## src/rtl/asg_seq.sv

```systemverilog
// asg_seq: steps one ASG channel through a table of waveform segments.
//
// For each table entry the sequencer writes, over a sys_bus-style master port,
// an ASG reset, then the offset, step and burst count, then a software trigger.
// It then waits for the channel's stop interrupt and moves on to the next entry.
// After the last entry it either loops back to entry 0 or ends with irq_done.
//
// Ports:
//   clk, rstn           clock, asynchronous active-low reset
//   tbl_wen/adr/dat     segment table write port (adr = {entry, field};
//                       field 0=off, 1=stp, 2=bnm, 3 ignored)
//   ctl_start/ctl_stop  start pulse (IDLE only) / abort pulse (busy only)
//   cfg_len, cfg_loop   last entry index, loop enable (sampled every cycle)
//   m_wen/addr/wdata    master write request, m_ack its acknowledge
//   irq_stp             ASG stop interrupt pulse
//   sts_busy/idx/err    status: active, current entry, sticky ack timeout
//   irq_done            one-cycle pulse when the sequence ends normally

module asg_seq #(
   parameter int unsigned SN  = 8,
   parameter int unsigned CWM = 14,
   parameter int unsigned CWF = 16,
   parameter int unsigned TMO = 255
) (
   input  logic                  clk,
   input  logic                  rstn,
   input  logic                  tbl_wen,
   input  logic [$clog2(SN)+1:0] tbl_adr,
   input  logic [31:0]           tbl_dat,
   input  logic                  ctl_start,
   input  logic                  ctl_stop,
   input  logic [$clog2(SN)-1:0] cfg_len,
   input  logic                  cfg_loop,
   output logic                  m_wen,
   output logic [5:0]            m_addr,
   output logic [31:0]           m_wdata,
   input  logic                  m_ack,
   input  logic                  irq_stp,
   output logic                  sts_busy,
   output logic [$clog2(SN)-1:0] sts_idx,
   output logic                  sts_err,
   output logic                  irq_done
);

   localparam int unsigned IW = $clog2(SN);
   localparam int unsigned CW = CWM + CWF;
   localparam int unsigned TW = $clog2(TMO + 1);

   localparam logic [5:0] AddrCtl = 6'h00;
   localparam logic [5:0] AddrOff = 6'h14;
   localparam logic [5:0] AddrStp = 6'h18;
   localparam logic [5:0] AddrBnm = 6'h2c;

   typedef enum logic [3:0] {
      StIdle,
      StWrRst,
      StWrOff,
      StWrStp,
      StWrBnm,
      StWrTrg,
      StWait,
      StAbWait,   // abort requested, a write is still outstanding
      StAbRst     // abort: final ASG reset write
   } state_e;

   // ---------------------------------------------------------------------------
   // Segment table (not reset)
   // ---------------------------------------------------------------------------
   logic [CW-1:0] off_mem [SN];
   logic [CW-1:0] stp_mem [SN];
   logic [15:0]   bnm_mem [SN];
   logic [IW-1:0] tbl_ent;
   logic          unused_dat;

   assign tbl_ent    = tbl_adr[IW+1:2];
   assign unused_dat = ^tbl_dat;

   always_ff @(posedge clk) begin
      if (tbl_wen) begin
         case (tbl_adr[1:0])
            2'd0:    off_mem[tbl_ent] <= tbl_dat[CW-1:0];
            2'd1:    stp_mem[tbl_ent] <= tbl_dat[CW-1:0];
            2'd2:    bnm_mem[tbl_ent] <= tbl_dat[15:0];
            default: ;
         endcase
      end
   end

   // ---------------------------------------------------------------------------
   // Sequencer
   // ---------------------------------------------------------------------------
   state_e        state_q, state_d;
   logic [IW-1:0] idx_q, idx_d;
   logic          err_q, err_d;
   logic          done_q, done_d;
   logic [TW-1:0] tmr_q, tmr_d;
   logic          m_wen_q;
   logic [5:0]    m_addr_q, wr_addr;
   logic [31:0]   m_wdata_q, wr_data;
   logic          issue;      // a new master write starts next cycle
   logic          tmo;
   logic          last_ent;

   // Timer counts cycles since the strobe; the strobe cycle itself is 0.
   assign tmo      = (tmr_q == TW'(TMO - 1)) && !m_ack;
   // A compare rather than an equality so a shrunk cfg_len still ends the run.
   assign last_ent = (idx_q >= cfg_len);

   always_comb begin
      state_d = state_q;
      idx_d   = idx_q;
      err_d   = err_q;
      done_d  = 1'b0;
      issue   = 1'b0;
      tmr_d   = (tmr_q != '1) ? tmr_q + TW'(1) : tmr_q;

      unique case (state_q)
         StIdle: begin
            if (ctl_start) begin
               idx_d   = '0;
               err_d   = 1'b0;
               state_d = StWrRst;
               issue   = 1'b1;
            end
         end
         StWrRst, StWrOff, StWrStp, StWrBnm, StWrTrg: begin
            if (m_ack) begin
               issue = 1'b1;
               if (ctl_stop) begin
                  state_d = StAbRst;
               end else begin
                  case (state_q)
                     StWrRst: state_d = StWrOff;
                     StWrOff: state_d = StWrStp;
                     StWrStp: state_d = StWrBnm;
                     StWrBnm: state_d = StWrTrg;
                     default: begin
                        state_d = StWait;
                        issue   = 1'b0;
                     end
                  endcase
               end
            end else if (tmo) begin
               err_d   = 1'b1;
               state_d = StIdle;
            end else if (ctl_stop) begin
               state_d = StAbWait;
            end
         end
         StWait: begin
            if (ctl_stop) begin
               state_d = StAbRst;
               issue   = 1'b1;
            end else if (irq_stp) begin
               if (last_ent && !cfg_loop) begin
                  done_d  = 1'b1;
                  state_d = StIdle;
               end else begin
                  idx_d   = last_ent ? '0 : idx_q + IW'(1);
                  state_d = StWrRst;
                  issue   = 1'b1;
               end
            end
         end
         StAbWait: begin
            if (m_ack) begin
               state_d = StAbRst;
               issue   = 1'b1;
            end else if (tmo) begin
               err_d   = 1'b1;
               state_d = StIdle;
            end
         end
         StAbRst: begin
            if (m_ack) begin
               state_d = StIdle;
            end else if (tmo) begin
               err_d   = 1'b1;
               state_d = StIdle;
            end
         end
         default: state_d = StIdle;
      endcase

      if (issue) tmr_d = '0;
   end

   // Address/data of the write being issued; held until the next issue.
   // Table fields are read here so late table writes are still picked up.
   always_comb begin
      wr_addr = m_addr_q;
      wr_data = m_wdata_q;
      if (issue) begin
         case (state_d)
            StWrOff: begin
               wr_addr = AddrOff;
               wr_data = 32'(off_mem[idx_d]);
            end
            StWrStp: begin
               wr_addr = AddrStp;
               wr_data = 32'(stp_mem[idx_d]);
            end
            StWrBnm: begin
               wr_addr = AddrBnm;
               wr_data = 32'(bnm_mem[idx_d]);
            end
            StWrTrg: begin
               wr_addr = AddrCtl;
               wr_data = 32'd2;
            end
            default: begin   // StWrRst and StAbRst: ASG reset
               wr_addr = AddrCtl;
               wr_data = 32'd1;
            end
         endcase
      end
   end

   always_ff @(posedge clk or negedge rstn) begin
      if (!rstn) begin
         state_q   <= StIdle;
         idx_q     <= '0;
         err_q     <= 1'b0;
         done_q    <= 1'b0;
         tmr_q     <= '0;
         m_wen_q   <= 1'b0;
         m_addr_q  <= '0;
         m_wdata_q <= '0;
      end else begin
         state_q   <= state_d;
         idx_q     <= idx_d;
         err_q     <= err_d;
         done_q    <= done_d;
         tmr_q     <= tmr_d;
         m_wen_q   <= issue;
         m_addr_q  <= wr_addr;
         m_wdata_q <= wr_data;
      end
   end

   assign m_wen    = m_wen_q;
   assign m_addr   = m_addr_q;
   assign m_wdata  = m_wdata_q;
   assign sts_busy = (state_q != StIdle);
   assign sts_idx  = idx_q;
   assign sts_err  = err_q;
   assign irq_done = done_q;

endmodule

```

## config.mk

```make
export PLATFORM = sky130hd
export DESIGN_NAME = asg_seq
export DESIGN_NICKNAME = d
export VERILOG_FILES = /design/src/rtl/asg_seq.sv
export SDC_FILE = /design/constraint.sdc
export NUM_CORES = 1
export LEC_CHECK = 0
export BUFFER_PORTS_ARGS = -buffer_cell sky130_fd_sc_hd__buf_2
export CORE_MARGIN = 3
export CORE_UTILIZATION = 55
export CTS_CLUSTER_DIAMETER = 150
export DETAILED_ROUTE_END_ITERATION = 8
export GPL_TIMING_DRIVEN = 0
export PLACE_DENSITY = 0.72
export SLEW_MARGIN = 40
export SYNTH_ARGS = -nofsm -noshare
export SYNTH_HDL_FRONTEND = slang
export SYNTH_SLANG_ARGS = --single-unit
```

## constraint.sdc

```tcl
create_clock -name clk -period 3.7 [get_ports clk]
set_input_delay 0.555 -clock clk [delete_from_list [all_inputs] [get_ports clk]]
set_output_delay 0.555 -clock clk [all_outputs]
set_load 0.03 [all_outputs]
```

==> results.md, run 1 <==
- Lkg Pwr: 10.79 nW
- HP Class: input port to register
- # setup viols final: 0
- Worst reg2reg path startpoint: sts_idx[2]$_DFF_PN0_
- Grt ovf: 0
- DR vias: 18652
- Crit path launch type: register
- Largest net degree at the start of global routing: 44
- Crit Path Max Fanout: 10
- Fill cells: ~3300
- Clock slew at reported path FFs: 60 ps
- Layout cell share with drive strength beyond 1: 0.1757
- Most common cell after layout, fill and taps aside: edfxtp_1
- Max Cap Violations: 0
- Reg2reg end: m_wdata[4]$_DFFE_PN0P_
- Pre-CTS setup slack: -577.7 ps
- CTS root buffer: clkbuf_16
- Port Buffers: 85
- Total routed wirelength: roughly 80000 um
- Nets: 2190
- Ys flop type: edfxtp_1
- Mean Syn Cell Area: 13.88 um^2
- Async S/R FF share, synth: 0.07879
- Wire length per cell: 28.61 um
- Met2 usage: 0.4610
- Die span in y: approximately 230 um
- WHS Endpoint: irq_done$_DFF_PN0_
- Register-to-Register Path Depth: 10
- Yosys reg bits: 660
- Vias per cell: 6.645
- Most frequent cells in the layout: edfxtp_1, nand2_1, buf_2
- Clk sinks: 660
- Vias in the first global route: around 18000
- Critical path arrival: 4080 ps
- Cells after Synth: 1929
- Number of cell rows: 80
- Core Box Area: around 48000 um^2
- Slew headroom: 0.3833
- Worst-Skew Late Latency: 620 ps
- Critical Path RT: 4170 ps
- Library cells used by synthesis: 73
- Initial core utilization: 0.5583
- IR drop worst, VDD: 496.5 uV
- Cell Area, Synth: 26770 um^2
- Sequential area share after synthesis: 0.7306
- Max Freq: 0.2771 GHz
- Initial DRT Pass Iterations: 6
- Number of remaining DRC errors: 0
- Met3 Use GR: 0.09244
- First-pass GRT wire length: 115600 um
- Status: finished clean
- Worst R2R Setup Slack: 90 ps
- HPWL Detailed: 54190 um
- Tightest Pin Transition: 925.0 ps
- Fin crit share: 0.9752
- H-tree Lvls: 3
- Skew final: between 20 and 30 ps
- Slew Limit Fails: 0
- Pwr Density: 635.2 nW/um^2
- Initial antenna violation count: 2
- Die Area: 51350 um^2
- Hold Path Origin: cfg_loop
- Met1 global-route usage: 0.4412
- Hold depth: 2
- Warnings, synthesis: 0
- Top Ports: 93
- ANT nets after route: 0
- GR peak layer: met2
- Buffer levels on the longest clock path: 3
- Final GP Congestion: 0.9347
- Die X: 226.6 um
- Tot Pwr: 0.01992 W
- Final WS setup: 91.81 ps
- Crit Path Category: register to register
- Initial DRC count: roughly 2900
- Area contributors post-synth: edfxtp_1, dfrtp_1, nand2_1, a211oi_1, and3_1
- CTS tree: yes
- EDFF count, synth: a little over 600
- GRT Util Overall: 0.3137
- CTS buffer count: 68
- Fin crit period: 3608 ps
- Post-synth top area share: 0.6820
- Synth-to-Final Area Change: 17.17%
- Setup crit end kind: register
- Endpoints failing hold: 0
- Yosys top cell by area: edfxtp_1
[metal layers]
metal | part of all wire | up-vias
li1 | - | 7867
met3 | 0.15 | 223
met4 | 0.046 | 0
met1 | 0.37 | 9061
met5 | 0 | -
met2 | 0.44 | 1501
[report_power, final]
group | leakage [nW] | internal [W] | switching (W)
sequential | 6.15 | 0.00845 | 0.000191
combinational | 3.58 | 0.00134 | 0.00323
clock | 1.05 | 0.00387 | 0.00284
[final cells by class]
type,count,area (um^2),share of cell area
Multi-Input combinational cell,1113,6777,0.2160
Buffer,143,721.9,0.02302
Antenna cell,1,2.502,0.00007978
Sequential cell,660,19560,0.6236
Timing Repair Buffer,136,1323,0.04216
Clock buffer,96,1891,0.06027
Inverter,14,55.05,0.001755
Clock inverter,29,267.8,0.008536
Tap cell,615,769.5,0.02453
[registers in the layout, indices dropped and copies added, names as in the netlist]
register / cells
off_mem: 240
stp_mem: 240
bnm_mem: 128
m_wdata: 30
tmr_q: 8
m_addr: 4
state_q: 4
sts_idx: 3
irq_done: 1
m_wen: 1
sts_err: 1
[through the flow]
stage	hold slack (ps)	util	setup TNS [ps]	cell area [um^2]	cells
after floorplan	259.4	-	0	26780	1932
after global placement	495.2	0.5835	-317320	27980	2632
after detailed placement	388.2	0.6049	-12220	29000	2673
after CTS	136.3	0.6507	0	31200	2798
after global routing	145.2	0.6541	-28.77	31360	2806
final	159.0	0.6542	0	31370	2807
[cell families after synthesis]
kind of cell               share of synthesized area
and+or+nand+nor                               0.1130
adders and majority gates                   0.002804
buffers and inverters                        0.02706
muxes                                        0.01570
xor gates and xnor gates                    0.001636
AOI/OAI and AO/OA                             0.1090
other                                      0.0001401
DFF                                           0.7306
[worst max-delay path: stages (launching register included)]
cell and delay (ps):
dfrtp_1 450, ha_1 320, a21oi_1 230, o21a_2 270, a21boi_4 120, a22oi_2 330, clkbuf_2 430, clkbuf_1 580
a31oi_1 330, o211ai_1 300, a31oi_1 110
[cell usage after synthesis (10+ instances only)]
library cell	instances
dfrtp_1	52
buf_2	43
nor2_1	58
a31oi_1	83
mux2i_1	42
a311oi_1	56
and3_1	105
o211ai_1	19
a221oi_1	15
clkbuf_1	79
nand2_1	345
o21ai_0	45
edfxtp_1	608
nand3_1	98
a21oi_1	27
a211oi_1	98
o21a_1	10
inv_1	12
[worst max path at each step]
stage | to | slack (ps) | from | cells past startpoint
floorplan | m_wdata[18]$_DFFE_PN0P_ | 460 | sts_idx[0]$_DFF_PN0_ | 16
global placement | m_wdata[10]$_DFFE_PN0P_ | -1080 | sts_idx[0]$_DFF_PN0_ | 11
detailed placement | m_wdata[7]$_DFFE_PN0P_ | -580 | sts_idx[0]$_DFF_PN0_ | 12
CTS | m_wdata[6]$_DFFE_PN0P_ | 4 | sts_idx[0]$_DFF_PN0_ | 12
global route | m_wdata[22]$_DFFE_PN0P_ | -20 | sts_idx[2]$_DFF_PN0_ | 12
finish | m_wdata[4]$_DFFE_PN0P_ | 90 | sts_idx[2]$_DFF_PN0_ | 10
[repair_timing]
item                       4_1_cts  5_1_grt
pin swaps                        1        1
buffers inserted                 1        6
setup endpoints to repair       30       29
hold buffers                     1        0
resized for setup               14       51
hold endpoints to repair         9        0
(Power assumes the default switching activity.)
==> run 2, diff against run 1 <==
- PLACE_DENSITY: 0.72 -> 0.75
- clock period: 3.7 -> 2.9 ns (I/O delays scaled with it)
==> run 2 against run 1 <==
The run now ends with negative setup slack left. Power is 38% higher. Clock skew is 1.4 ps lower. Sequential power is 27% higher. Non-clock buffer count is 41 higher. Sequential share of layout area is 5.3 points lower. Setup slack worse by 340 ps. First-iteration DRC count is 21% higher. Die area stayed put.
==> results.md, run 2 (same netlist as run 1, synthesis figures left out) <==
- Status: finished, violations left
- Failing checks: negative setup slack
- Top Ports: 93
- CTS root buffer: clkbuf_16
- Pwr Density: 799.8 nW/um^2
- Worst R2R Setup Slack: -250 ps
- GRT Util Overall: 0.3350
- Initial DRC count: 3492
- CP delay by family, top: compound AO/OA/AOI/OAI gates
- Worst reg2reg path startpoint: state_q[1]$_DFF_PN0_
- Fin crit share: 1.085
- Tightest Pin Transition: 799.5 ps
- Die Area: 51350 um^2
- CTS tree: yes
- Buffer levels on the longest clock path: 3
- Vias in the first global route: 18974
- Initial antenna violation count: 3
- Slew Limit Fails: 0
- Lkg Pwr: 11.66 nW
- CTS buffer count: 68
- Largest registers: off_mem (240), stp_mem (240), bnm_mem (128)
- Total routed wirelength: 91320 um
- Nets: roughly 2200
- Critical path arrival: 3680 ps
- Slew headroom: 0.4670
- Max Freq: 0.3177 GHz
- Met2 usage: 0.5146
- Final WS setup: -247.2 ps
- Multi-input gate area: a little over 8000 um^2
- Synth-to-Final Area Change: 28.10%
- Layout cell share with drive strength beyond 1: 0.2924
- Critical Path RT: 3430 ps
- Clock slew at reported path FFs: 70 ps
- Non-filler instance count after layout: ~2900
- Core Box Area: 47950 um^2
- HP Class: input port to register
- ANT nets after route: 0
- Critical path origin: state_q[1]$_DFF_PN0_
- Most frequent cells in the layout: edfxtp_1, nand2_1, and3_1
- Initial core utilization: 0.5583
- Largest net degree at the start of global routing: 34
- Wire length per cell: roughly 32 um
- Number of cell rows: 80
- HPWL Detailed: 53980 um
- Slowest cell on the critical path: nor4_4
- Crit path launch type: register
- # setup viols final: 30
- H-tree Lvls: 3
- Port Buffers: between 80 and 90
- Fin crit period: 3147 ps
- IR drop worst, VDD: 624.5 uV
- Final GP Congestion: 0.9054
- Clk sinks: 660
- Critical Path, Cell by Cell: buf_2 > nor4_4 > a32oi_4 > a21boi_4 > buf_12 > a22oi_2 > buf_6 > buf_6 > clkbuf_8 > a211oi_1 > a31oi_1 > a32oi_1 > a31oi_1
- Hold Path Origin: cfg_loop
- Die X: 226.6 um
- Max Cap Violations: 0
- Worst-Skew Late Latency: 620 ps
- Die span in y: 226.6 um
- Initial DRT Pass Iterations: 6
- Worst Path Buf+Inv: 5
- Crit Path Max Fanout: 10
- Endpoints failing hold: 0
- Setup crit end kind: register
- Met3 Use GR: 0.08946
- Final Util: 0.7152
- Most common cell after layout, fill and taps aside: edfxtp_1
- Max incr delay on CP: 420 ps
- RSZ-0062 raised after global routing: true
- DR vias: 20067
- First-pass GRT wire length: 123800 um
- Fill cells: 2692
- Grt ovf: 0
- Met1 global-route usage: 0.4402
- Skew final: 28.04 ps
- GR peak layer: met2
- Placed cells: 2672
- Number of remaining DRC errors: 0
- Pre-CTS setup slack: -1119 ps
- Vias per cell: a little over 7
- Crit Path Category: register to register
- Reg area: 19570 um^2
- Sum Neg Setup Slack: -2877 ps
[run 2: cell types whose count changed in the layout (fill, tap and decap cells not counted), sizes merged]
cell / delta
clkinv: +9
clkinvlp: +1
clkbuf: -31
buf: +61
diode: +1
bufbuf: +2
[run 2: cell type report]
type / count / share of cell area
clock buffers: 87 / 0.05469
multi-input cells: 1113 / 0.2425
inverters: 14 / 0.002262
diodes: 2 / 0.0001459
repair buffers: 179 / 0.05371
plain buffers: 141 / 0.04422
clock inverters: 39 / 0.009450
flip-flops and latches: 660 / 0.5705
well taps: 615 / 0.02244
[run 2: final timing paths]
| path | endpoint | depth (start not counted) |
|---|---|---|
| min in group asynchronous | m_wdata[3]$_DFFE_PN0P_ | 2 |
| worst max-delay path | m_wdata[3]$_DFFE_PN0P_ | 13 |
| max in group asynchronous | m_wdata[17]$_DFFE_PN0P_ | 3 |
| worst max register to register | m_wdata[3]$_DFFE_PN0P_ | 13 |
| worst min-delay path | irq_done$_DFF_PN0_ | 2 |
| worst min register to register | m_addr[4]$_DFFE_PN0P_ | 2 |
[run 2: routing by layer]
layer | up-vias | routed length [um] | part of all wire
met1 | 9662 | 30210 | 0.33
li1 | 7942 | - | -
met5 | - | 0 | 0
met2 | 2023 | 41730 | 0.46
met4 | 0 | 5967 | 0.065
met3 | 440 | 13420 | 0.15
[run 2: repair_timing]
item / in CTS / in global routing
setup buffers: 30 / 14
hold endpoints to repair: 19 / 0
setup endpoints to repair: 46 / 31
gates resized for setup: 401 / 226
gates cloned: 4 / 5
pin swaps: 56 / 63
hold buffers: 1 / 0
[run 2: where the power goes]
part           switching (W)  total (W)  internal (W)
Combinational        0.00494    0.00763       0.00269
Sequential          0.000259     0.0110        0.0108
Clock                0.00378    0.00875       0.00497
Total                0.00898     0.0274        0.0184
[run 2: stage by stage]
stage | instance area (um^2) | power (W) | hold slack [ps]
finish | 34290 | 0.02743 | 59.78
global route | 34290 | 0.02798 | 70.59
CTS | 33150 | 0.02631 | 31.46
detailed placement | 28970 | 0.01675 | 380.8
global placement | 27990 | 0.01650 | 485.7
floorplan | 26800 | 0.01457 | 139.4
